### config.mk
export PLATFORM = sky130hd
export DESIGN_NAME = decode_stage_flat
export DESIGN_NICKNAME = d
export VERILOG_FILES = /design/src/rtl/decode_stage_if.sv /design/src/rtl/decode_stage.sv /design/src/flat_wrapper.sv
export SDC_FILE = /design/constraint.sdc
export NUM_CORES = 1
export LEC_CHECK = 0
export CORE_MARGIN = 4
export CORE_UTILIZATION = 40
export CTS_BUF_LIST = sky130_fd_sc_hd__clkbuf_8
export DETAILED_ROUTE_END_ITERATION = 7
export PLACE_DENSITY_LB_ADDON = 0.12
export SYNTH_ARGS = -nofsm -noshare
export SYNTH_HDL_FRONTEND = slang
export SYNTH_SLANG_ARGS = --single-unit
### constraint.sdc
create_clock -name clk -period 6.43 [get_ports clk]
set_clock_uncertainty 0.2 [all_clocks]
set_input_delay 1.286 -clock clk [delete_from_list [all_inputs] [get_ports clk]]
set_output_delay 1.286 -clock clk [all_outputs]
set_load 0.02 [all_outputs]
### src/rtl/decode_stage_if.sv
// Fetch-to-decode, register-file read and ID/EX register signals of the decode stage.
// master = surrounding pipeline, slave = decode_stage.
interface decode_stage_if #(
  parameter int STALL_CNT_W = 16
);
  logic                   if_valid;
  logic [31:0]            if_instr;
  logic [31:0]            if_pc;
  logic                   flush;
  logic                   stall_out;
  logic [4:0]             rf_read_reg1;
  logic [4:0]             rf_read_reg2;
  logic [31:0]            rf_read_data1;
  logic [31:0]            rf_read_data2;
  logic                   ex_valid;
  logic [31:0]            ex_pc;
  logic [31:0]            ex_rs_data;
  logic [31:0]            ex_rt_data;
  logic [31:0]            ex_imm;
  logic [4:0]             ex_dest;
  logic                   ex_reg_write;
  logic                   ex_mem_read;
  logic                   ex_mem_write;
  logic                   ex_alu_src;
  logic [2:0]             ex_alu_op;
  logic                   ex_illegal;
  logic [STALL_CNT_W-1:0] stall_count;

  modport master (
    output if_valid, if_instr, if_pc, flush, rf_read_data1, rf_read_data2,
    input  stall_out, rf_read_reg1, rf_read_reg2,
    input  ex_valid, ex_pc, ex_rs_data, ex_rt_data, ex_imm, ex_dest,
    input  ex_reg_write, ex_mem_read, ex_mem_write, ex_alu_src, ex_alu_op,
    input  ex_illegal, stall_count
  );

  modport slave (
    input  if_valid, if_instr, if_pc, flush, rf_read_data1, rf_read_data2,
    output stall_out, rf_read_reg1, rf_read_reg2,
    output ex_valid, ex_pc, ex_rs_data, ex_rt_data, ex_imm, ex_dest,
    output ex_reg_write, ex_mem_read, ex_mem_write, ex_alu_src, ex_alu_op,
    output ex_illegal, stall_count
  );
endinterface

### src/rtl/decode_stage.sv
// MIPS-subset decode stage: 1-cycle decode into ID/EX registers, load-use stall
// detection against the instruction in EX, flush, and a saturating stall counter.
module decode_stage #(
  parameter int STALL_CNT_W = 16
) (
  input logic           clk,
  input logic           rst_n,
  decode_stage_if.slave bus
);

  logic [5:0] opcode;
  logic [4:0] rs;
  logic [4:0] rt;
  logic [4:0] rd;
  logic [5:0] funct;

  assign opcode = bus.if_instr[31:26];
  assign rs     = bus.if_instr[25:21];
  assign rt     = bus.if_instr[20:16];
  assign rd     = bus.if_instr[15:11];
  assign funct  = bus.if_instr[5:0];

  assign bus.rf_read_reg1 = rs;
  assign bus.rf_read_reg2 = rt;

  logic       d_legal;
  logic [2:0] d_alu_op;
  logic [4:0] d_dest;
  logic       d_reg_write;
  logic       d_mem_read;
  logic       d_mem_write;
  logic       d_alu_src;

  always_comb begin
    d_legal     = 1'b1;
    d_alu_op    = 3'd0;
    d_dest      = 5'd0;
    d_reg_write = 1'b0;
    d_mem_read  = 1'b0;
    d_mem_write = 1'b0;
    d_alu_src   = 1'b0;
    case (opcode)
      6'h00: begin
        d_dest      = rd;
        d_reg_write = 1'b1;
        case (funct)
          6'h20:   d_alu_op = 3'd0;
          6'h22:   d_alu_op = 3'd1;
          6'h24:   d_alu_op = 3'd2;
          6'h25:   d_alu_op = 3'd3;
          6'h2A:   d_alu_op = 3'd4;
          default: d_legal  = 1'b0;
        endcase
      end
      6'h08: begin
        d_dest      = rt;
        d_reg_write = 1'b1;
        d_alu_src   = 1'b1;
      end
      6'h23: begin
        d_dest      = rt;
        d_reg_write = 1'b1;
        d_alu_src   = 1'b1;
        d_mem_read  = 1'b1;
      end
      6'h2B: begin
        d_alu_src   = 1'b1;
        d_mem_write = 1'b1;
      end
      default: d_legal = 1'b0;
    endcase
    // r0 is hardwired; never let a write to it reach writeback.
    if (d_dest == 5'd0) d_reg_write = 1'b0;
  end

  // Load-use hazard: rt only matters for instructions that actually read it.
  logic uses_rt;
  logic hazard;
  logic stall;

  assign uses_rt = (opcode == 6'h00) || (opcode == 6'h2B);
  assign hazard  = bus.ex_valid && bus.ex_mem_read && (bus.ex_dest != 5'd0) &&
                   ((bus.ex_dest == rs) || ((bus.ex_dest == rt) && uses_rt));
  assign stall   = hazard && !bus.flush;
  assign bus.stall_out = stall;

  logic load;
  logic illegal_now;

  assign load        = bus.if_valid && d_legal && !stall && !bus.flush;
  assign illegal_now = bus.if_valid && !d_legal && !stall && !bus.flush;

  always_ff @(posedge clk or negedge rst_n) begin
    if (!rst_n) begin
      bus.ex_valid     <= 1'b0;
      bus.ex_illegal   <= 1'b0;
      bus.ex_reg_write <= 1'b0;
      bus.ex_mem_read  <= 1'b0;
      bus.ex_mem_write <= 1'b0;
      bus.ex_alu_src   <= 1'b0;
      bus.ex_alu_op    <= 3'd0;
      bus.ex_dest      <= 5'd0;
      bus.ex_pc        <= 32'd0;
      bus.ex_imm       <= 32'd0;
      bus.ex_rs_data   <= 32'd0;
      bus.ex_rt_data   <= 32'd0;
      bus.stall_count  <= '0;
    end else begin
      // Data fields are don't-care in a bubble, so they load unconditionally.
      bus.ex_pc        <= bus.if_pc;
      bus.ex_imm       <= {{16{bus.if_instr[15]}}, bus.if_instr[15:0]};
      bus.ex_rs_data   <= bus.rf_read_data1;
      bus.ex_rt_data   <= bus.rf_read_data2;
      bus.ex_valid     <= load;
      bus.ex_illegal   <= illegal_now;
      bus.ex_reg_write <= load ? d_reg_write : 1'b0;
      bus.ex_mem_read  <= load ? d_mem_read  : 1'b0;
      bus.ex_mem_write <= load ? d_mem_write : 1'b0;
      bus.ex_alu_src   <= load ? d_alu_src   : 1'b0;
      bus.ex_alu_op    <= load ? d_alu_op    : 3'd0;
      bus.ex_dest      <= load ? d_dest      : 5'd0;
      if (stall && (bus.stall_count != {STALL_CNT_W{1'b1}}))
        bus.stall_count <= bus.stall_count + 1'b1;
    end
  end

endmodule

### src/flat_wrapper.sv
// flat-port wrapper written by rule: the top's interface ports become plain ports
module decode_stage_flat 
#(
  parameter int STALL_CNT_W = 16
)
  (clk, rst_n, bus_if_valid, bus_if_instr, bus_if_pc, bus_flush, bus_rf_read_data1, bus_rf_read_data2, bus_stall_out, bus_rf_read_reg1, bus_rf_read_reg2, bus_ex_valid, bus_ex_pc, bus_ex_rs_data, bus_ex_rt_data, bus_ex_imm, bus_ex_dest, bus_ex_reg_write, bus_ex_mem_read, bus_ex_mem_write, bus_ex_alu_src, bus_ex_alu_op, bus_ex_illegal, bus_stall_count);
  decode_stage_if #(.STALL_CNT_W(STALL_CNT_W)) bus_i ();
  input logic clk;
  input logic rst_n;
  input wire logic [$bits(bus_i.if_valid)-1:0] bus_if_valid;
  input wire logic [$bits(bus_i.if_instr)-1:0] bus_if_instr;
  input wire logic [$bits(bus_i.if_pc)-1:0] bus_if_pc;
  input wire logic [$bits(bus_i.flush)-1:0] bus_flush;
  input wire logic [$bits(bus_i.rf_read_data1)-1:0] bus_rf_read_data1;
  input wire logic [$bits(bus_i.rf_read_data2)-1:0] bus_rf_read_data2;
  output wire logic [$bits(bus_i.stall_out)-1:0] bus_stall_out;
  output wire logic [$bits(bus_i.rf_read_reg1)-1:0] bus_rf_read_reg1;
  output wire logic [$bits(bus_i.rf_read_reg2)-1:0] bus_rf_read_reg2;
  output wire logic [$bits(bus_i.ex_valid)-1:0] bus_ex_valid;
  output wire logic [$bits(bus_i.ex_pc)-1:0] bus_ex_pc;
  output wire logic [$bits(bus_i.ex_rs_data)-1:0] bus_ex_rs_data;
  output wire logic [$bits(bus_i.ex_rt_data)-1:0] bus_ex_rt_data;
  output wire logic [$bits(bus_i.ex_imm)-1:0] bus_ex_imm;
  output wire logic [$bits(bus_i.ex_dest)-1:0] bus_ex_dest;
  output wire logic [$bits(bus_i.ex_reg_write)-1:0] bus_ex_reg_write;
  output wire logic [$bits(bus_i.ex_mem_read)-1:0] bus_ex_mem_read;
  output wire logic [$bits(bus_i.ex_mem_write)-1:0] bus_ex_mem_write;
  output wire logic [$bits(bus_i.ex_alu_src)-1:0] bus_ex_alu_src;
  output wire logic [$bits(bus_i.ex_alu_op)-1:0] bus_ex_alu_op;
  output wire logic [$bits(bus_i.ex_illegal)-1:0] bus_ex_illegal;
  output wire logic [$bits(bus_i.stall_count)-1:0] bus_stall_count;
  assign bus_i.if_valid = bus_if_valid;
  assign bus_i.if_instr = bus_if_instr;
  assign bus_i.if_pc = bus_if_pc;
  assign bus_i.flush = bus_flush;
  assign bus_i.rf_read_data1 = bus_rf_read_data1;
  assign bus_i.rf_read_data2 = bus_rf_read_data2;
  assign bus_stall_out = bus_i.stall_out;
  assign bus_rf_read_reg1 = bus_i.rf_read_reg1;
  assign bus_rf_read_reg2 = bus_i.rf_read_reg2;
  assign bus_ex_valid = bus_i.ex_valid;
  assign bus_ex_pc = bus_i.ex_pc;
  assign bus_ex_rs_data = bus_i.ex_rs_data;
  assign bus_ex_rt_data = bus_i.ex_rt_data;
  assign bus_ex_imm = bus_i.ex_imm;
  assign bus_ex_dest = bus_i.ex_dest;
  assign bus_ex_reg_write = bus_i.ex_reg_write;
  assign bus_ex_mem_read = bus_i.ex_mem_read;
  assign bus_ex_mem_write = bus_i.ex_mem_write;
  assign bus_ex_alu_src = bus_i.ex_alu_src;
  assign bus_ex_alu_op = bus_i.ex_alu_op;
  assign bus_ex_illegal = bus_i.ex_illegal;
  assign bus_stall_count = bus_i.stall_count;
  decode_stage #(.STALL_CNT_W(STALL_CNT_W)) u_core (.clk(clk), .rst_n(rst_n), .bus(bus_i));
endmodule
==> flow_summary.toml, run 1 <==
[status]
outcome = "complete, no violations"

[power_and_ir_drop]
p_per_area_nw_per_um2 = 240
ir_worst_vdd_mv = 0.174
leakagePower_nw = 3.44

[min_path]
hp-class = "register to register"

[timing]
finalMaxSlewViolations = 0
worstMarginPinSlew_ns = 0.896
setup_violations = 0
finalHoldViolCount = 0
slew-limit-headroom_pct = 40.3
fin_crit_sh_pct = 82.1
setup_tns_ns = 0
min_period_ns = 5.28
fmax_mhz = 189
hold_slack_ns = 0.321
rsz0062_at_grt = "no"

[final_layout]
nNetsFinal = 742
syn2layout_area_growth_pct = 71.4
fillers = 840
fin_util_pct = 70.7
insertedDiodeCount = 0
drive_above_1_share_pct = 6.28

[die]
num_io_pins = 301
dieArea_um2 = 13700
die_x_um = 117
initial_core_util_pct = 41.2
rows = 39
core-area_um2 = 11500
die_h_um = 117

[clock_network]
cts_root_buf = "clkbuf_8"
cts_hold_buf = 0
cts.sinks = 142
htreeDepth = 4
numCtsBuffers = 17
cts_setup_buffers = 0
insertion_delay_ns = 0.43
cts_resized = 0
clk_pin_slew_ns = 0.07
cts_buffer_depth = 2
cts_tree = "built"

[routing]
wirelength_um = 14400
drtAntennaViolNets = 0
drt_iter0_markers = 156
vias = 3639
drc = 0
first_pass_iters = 5
viasPerCell = 4.76
wl_per_cell_um = 18.8

[synth]
yosys-top-cells-area = "dfrtp_1 (75%), buf_4 (4.1%), xor2_1 (2.8%)"
synthesis.area_um2 = 4750
synth_fp_nets = 455
yosys_warnings = 0
ys_seq_elements = 142
synth-main-ff-cell = "dfrtp_1"
synth_top_cell_by_area = "dfrtp_1"
synth-edff-count = 0
syn_inst = 322
ys_types = 41
async_flop_share_pct = 100
ys_seq_area_share_pct = 74.9
avgSynthCellArea_um2 = 14.7
synth_top_area_share_pct = 74.9

[worst_setup_path]
crit_fanout = 7
cp.required_ns = 4.94
crit_type = "input pin to output port"
critPathCaptureType = "output port"
cp.arrival_ns = 3.79
cp-start-kind = "input pin"

[grt]
antenna_found_initial = 0
grt_pass1_wl_um = 21100
gr-total-overflow = 0
grt_max_degree = 74
grt_usage_pct = 21.3
grt_pass1_vias = 3761

[placement]
dp_hpwl_um = 11500
port_buffers = 300
place_congestion = 0.839

[job]
maxCapViolations = 0
==> where the power goes <==
part	internal, mW	total (mW)	switching [mW]
registers	0.928	0.939	0.0108
logic	0.149	0.272	0.122
clock network	0.422	0.742	0.320
==> cells by family after synthesis <==
kind of cell / share of synthesized area, %
fa+ha+maj: 0.264
flops: 74.9
mux: 1.34
compound gates: 5.40
simple gates: 9.28
buf+inv: 4.98
xor+xnor: 3.87
==> worst max-delay path, cell delays in order <==
cell and delay, ns:
clkdlybuf4s50_1 0.41, or2_0 0.35, or3_1 0.38, or4_1 0.58, nand2_1 0.14, clkdlybuf4s50_1 0.63
==> cells in the mapped netlist (5+ instances only) <==
cell	n
nor2_1	12
xnor2_1	6
or3_1	5
buf_4	26
nand3_1	13
a211oi_1	10
xor2_1	15
nand2_1	15
nor4_1	5
nor3_1	12
a22oi_1	6
dfrtp_1	142
==> cell type report <==
class | instances | area [µm²] | share of cell area, %
well taps | 143 | 179 | 2.20
clock buffers | 21 | 289 | 3.55
flip-flops and latches | 142 | 3550 | 43.7
multi-input cells | 144 | 957 | 11.8
repair buffers | 301 | 3010 | 37.0
clock inverters | 10 | 136 | 1.68
inverters | 3 | 11.3 | 0.138
==> registers in the layout (all words and copies together) (netlist names) <==
signal	flops
u_core.bus.ex_imm	16
u_core.bus.ex_mem_write	1
u_core.bus.ex_illegal	1
u_core.bus.ex_pc	32
u_core.bus.ex_alu_op	3
u_core.bus.ex_dest	5
u_core.bus.ex_alu_src	1
u_core.bus.ex_valid	1
u_core.bus.stall_count	16
u_core.bus.ex_reg_write	1
u_core.bus.ex_mem_read	1
u_core.bus.ex_rt_data	32
u_core.bus.ex_rs_data	32
==> cell usage in the layout, fill, tap and decap left out, types with 10 or more instances in the layout <==
master,instances
clkdlybuf4s50_1,299
clkbuf_8,21
nor3_1,12
nor2_1,12
nand3_1,13
dfrtp_1,142
xor2_1,15
a211oi_1,10
nand2_1,15
==> per-layer routing <==
layer	GRT usage, %	wire length, µm
met4	9.10	314
met2	36.4	7420
met1	24.0	5340
met3	7.92	1300
met5	0	0
==> path summary, 6_finish.rpt <==
kind,from,endpoint,slack [ns],depth (start not counted)
hold reg to reg,u_core.bus.stall_count[15]$_DFFE_PN0P_,u_core.bus.stall_count[15]$_DFFE_PN0P_,0.32,1
min in group asynchronous,rst_n,u_core.bus.ex_rt_data[6]$_DFF_PN0_,0.64,1
setup / recovery,bus_if_instr[28],bus_stall_out,1.15,6
hold / removal,u_core.bus.stall_count[15]$_DFFE_PN0P_,u_core.bus.stall_count[15]$_DFFE_PN0P_,0.32,1
setup reg to reg,u_core.bus.stall_count[10]$_DFFE_PN0P_,u_core.bus.stall_count[1]$_DFFE_PN0P_,3.67,5
max in group asynchronous,rst_n,u_core.bus.ex_rt_data[4]$_DFF_PN0_,4.00,2
==> metrics by stage <==
step | instances | area (µm²) | worst slack, ns | power, mW
3_5_place_dp | 733 | 7710 | 1.14 | 1.23
5_1_grt | 764 | 8140 | 1.05 | 2.04
2_1_floorplan | 322 | 4750 | 2.29 | 1.04
6_report | 764 | 8140 | 1.15 | 1.95
3_3_place_gp | 733 | 7710 | 1.20 | 1.23
4_1_cts | 764 | 8140 | 1.15 | 1.98
(Power assumes the default switching activity.)
==> run 2, diff against run 1 <==
- CORE_UTILIZATION: 40 -> 38
- clock period: 6.43 -> 5.15 ns (I/O delays scaled with it)
==> flow_summary.toml, run 2 (same netlist as run 1, synthesis figures left out) <==
[status]
outcome = "complete, no violations"

[die]
die_h_um = 120
num_io_pins = 301
initial_core_util_pct = 39.2
die_x_um = 120
core-area_um2 = 12100
dieArea_um2 = 14300
rows = 40

[final_layout]
syn2layout_area_growth_pct = 70.6
fillers = 922
fin_util_pct = 66.9
final_cell_mix = "clkdlybuf4s50_1 (299), dfrtp_1 (142), clkbuf_8 (21), xor2_1 (15), nand2_1 (15)"
insertedDiodeCount = 0
drive_above_1_share_pct = 5.79
final_common_cell = "clkdlybuf4s50_1"
top_regs = "u_core.bus.ex_pc x32, u_core.bus.ex_rs_data x32, u_core.bus.ex_rt_data x32"
nNetsFinal = 744

[timing]
layout_setup_ws_ns = 0.547
rsz0062_at_grt = "no"
finalHoldViolCount = 0
setup_tns_ns = 0
worstMarginPinSlew_ns = 0.922
fin_crit_sh_pct = 89.4
hold_slack_ns = 0.316
setup_violations = 0
finalMaxSlewViolations = 0
slew-limit-headroom_pct = 38.0
min_period_ns = 4.60
fmax_mhz = 217

[worst_setup_path]
reg2regPathDepth = 5
cp.required_ns = 3.92
regToRegStartpoint = "u_core.bus.ex_dest[0]$_DFF_PN0_"
cp_slowest_cell = "clkdlybuf4s50_1"
cp.arrival_ns = 3.37
max_stage_delay_ns = 0.64
crit_type = "input pin to output port"
crit_fanout = 6
r2r_setup_slack_ns = 2.36
crit_top_cell = "clkdlybuf4s50_1"
cp-start-kind = "input pin"
worstPathCellList = "clkdlybuf4s50_1 > or2_0 > or3_1 > or4_1 > nand2_1 > clkdlybuf4s50_1"
reg2reg_to = "u_core.bus.ex_alu_op[0]$_DFF_PN0_"
critPathCaptureType = "output port"

[routing]
drc = 0
wirelength_um = 14200
drt_iter0_markers = 116
viasPerCell = 4.62
vias = 3650
first_pass_iters = 4
drtAntennaViolNets = 0
wl_per_cell_um = 18.0

[power_and_ir_drop]
ir_worst_vdd_mv = 0.234
leakagePower_nw = 3.43
p_per_area_nw_per_um2 = 280

[clock_network]
clk_pin_slew_ns = 0.07
cts_hold_buf = 0
cts_root_buf = "clkbuf_8"
cts_tree = "built"
cts_setup_buffers = 0
htreeDepth = 4
insertion_delay_ns = 0.44
numCtsBuffers = 17
cts_buffer_depth = 2
cts.sinks = 142
cts_resized = 0

[min_path]
hp-class = "register to register"
min_to = "u_core.bus.stall_count[9]$_DFFE_PN0P_"
hp-start = "u_core.bus.stall_count[9]$_DFFE_PN0P_"
whs_path_depth = 1

[grt]
antenna_found_initial = 0
grt_usage_pct = 20.7
grt_pass1_vias = 3847
grt_pass1_wl_um = 22400
grt_max_degree = 104
gr-total-overflow = 0

[placement]
place_congestion = 0.827
port_buffers = 300
pre_cts_slack_ns = 0.536
dp_hpwl_um = 11200

[job]
maxCapViolations = 0
==> run 2: cell types whose count changed in the layout (fill, tap and decap cells not counted), sizes merged <==
cell,before,now
clkinv,3,4
clkinvlp,2,0
buf,2,4
bufinv,3,0
inv,5,8
==> run 2: layer usage <==
layer  up-vias  part of all wire, %  routed length (µm)  global-route usage (%)
li1       1667                    -                   -                       -
met1      1784                   37                5220                    23.2
met2       170                   52                7360                    34.7
met3        29                  8.9                1270                    8.77
met4         0                  2.7                 388                    8.88
met5         -                    0                   0                       0
==> run 2: worst max-delay path: cells and delay by family <==
family	cells	cell delay [ns]
simple gates	4	1.29
buf+inv	2	1.05
==> run 2: layout make-up <==
class	count	area, µm²	share of cell area, %
inverter	3	11.3	0.139
sequential	142	3550	43.9
tap	168	210	2.60
multi-input combinational	144	957	11.8
clock inverter	9	50.0	0.618
clock buffer	21	289	3.57
timing repair buffer	303	3030	37.4
==> run 2: per-stage QoR <==
stage / instances / power, mW / instance area, µm²
after floorplan: 322 / 1.30 / 4750
after global placement: 760 / 1.53 / 7760
after detailed placement: 760 / 1.54 / 7760
after CTS: 790 / 2.30 / 8100
after global routing: 790 / 2.37 / 8100
final: 790 / 2.27 / 8100
==> run 2: how the worst max path moves through the flow <==
stage / endpoint / from / slack [ns] / cells after the start
2_1_floorplan: bus_stall_out / bus_if_instr[28] / 1.52 / 6
3_3_place_gp: bus_stall_out / bus_if_instr[28] / 0.54 / 6
3_5_place_dp: bus_stall_out / bus_if_instr[28] / 0.54 / 6
4_1_cts: bus_stall_out / bus_if_instr[28] / 0.54 / 6
5_1_grt: bus_stall_out / bus_if_instr[27] / 0.45 / 6
6_report: bus_stall_out / bus_if_instr[28] / 0.55 / 6
==> run 2: power by group <==
| group | internal (mW) | total [mW] | switching [mW] |
|---|---|---|---|
| logic | 0.186 | 0.338 | 0.152 |
| clock network | 0.371 | 0.758 | 0.387 |
| registers | 1.16 | 1.17 | 0.0137 |
| total | 1.72 | 2.27 | 0.552 |
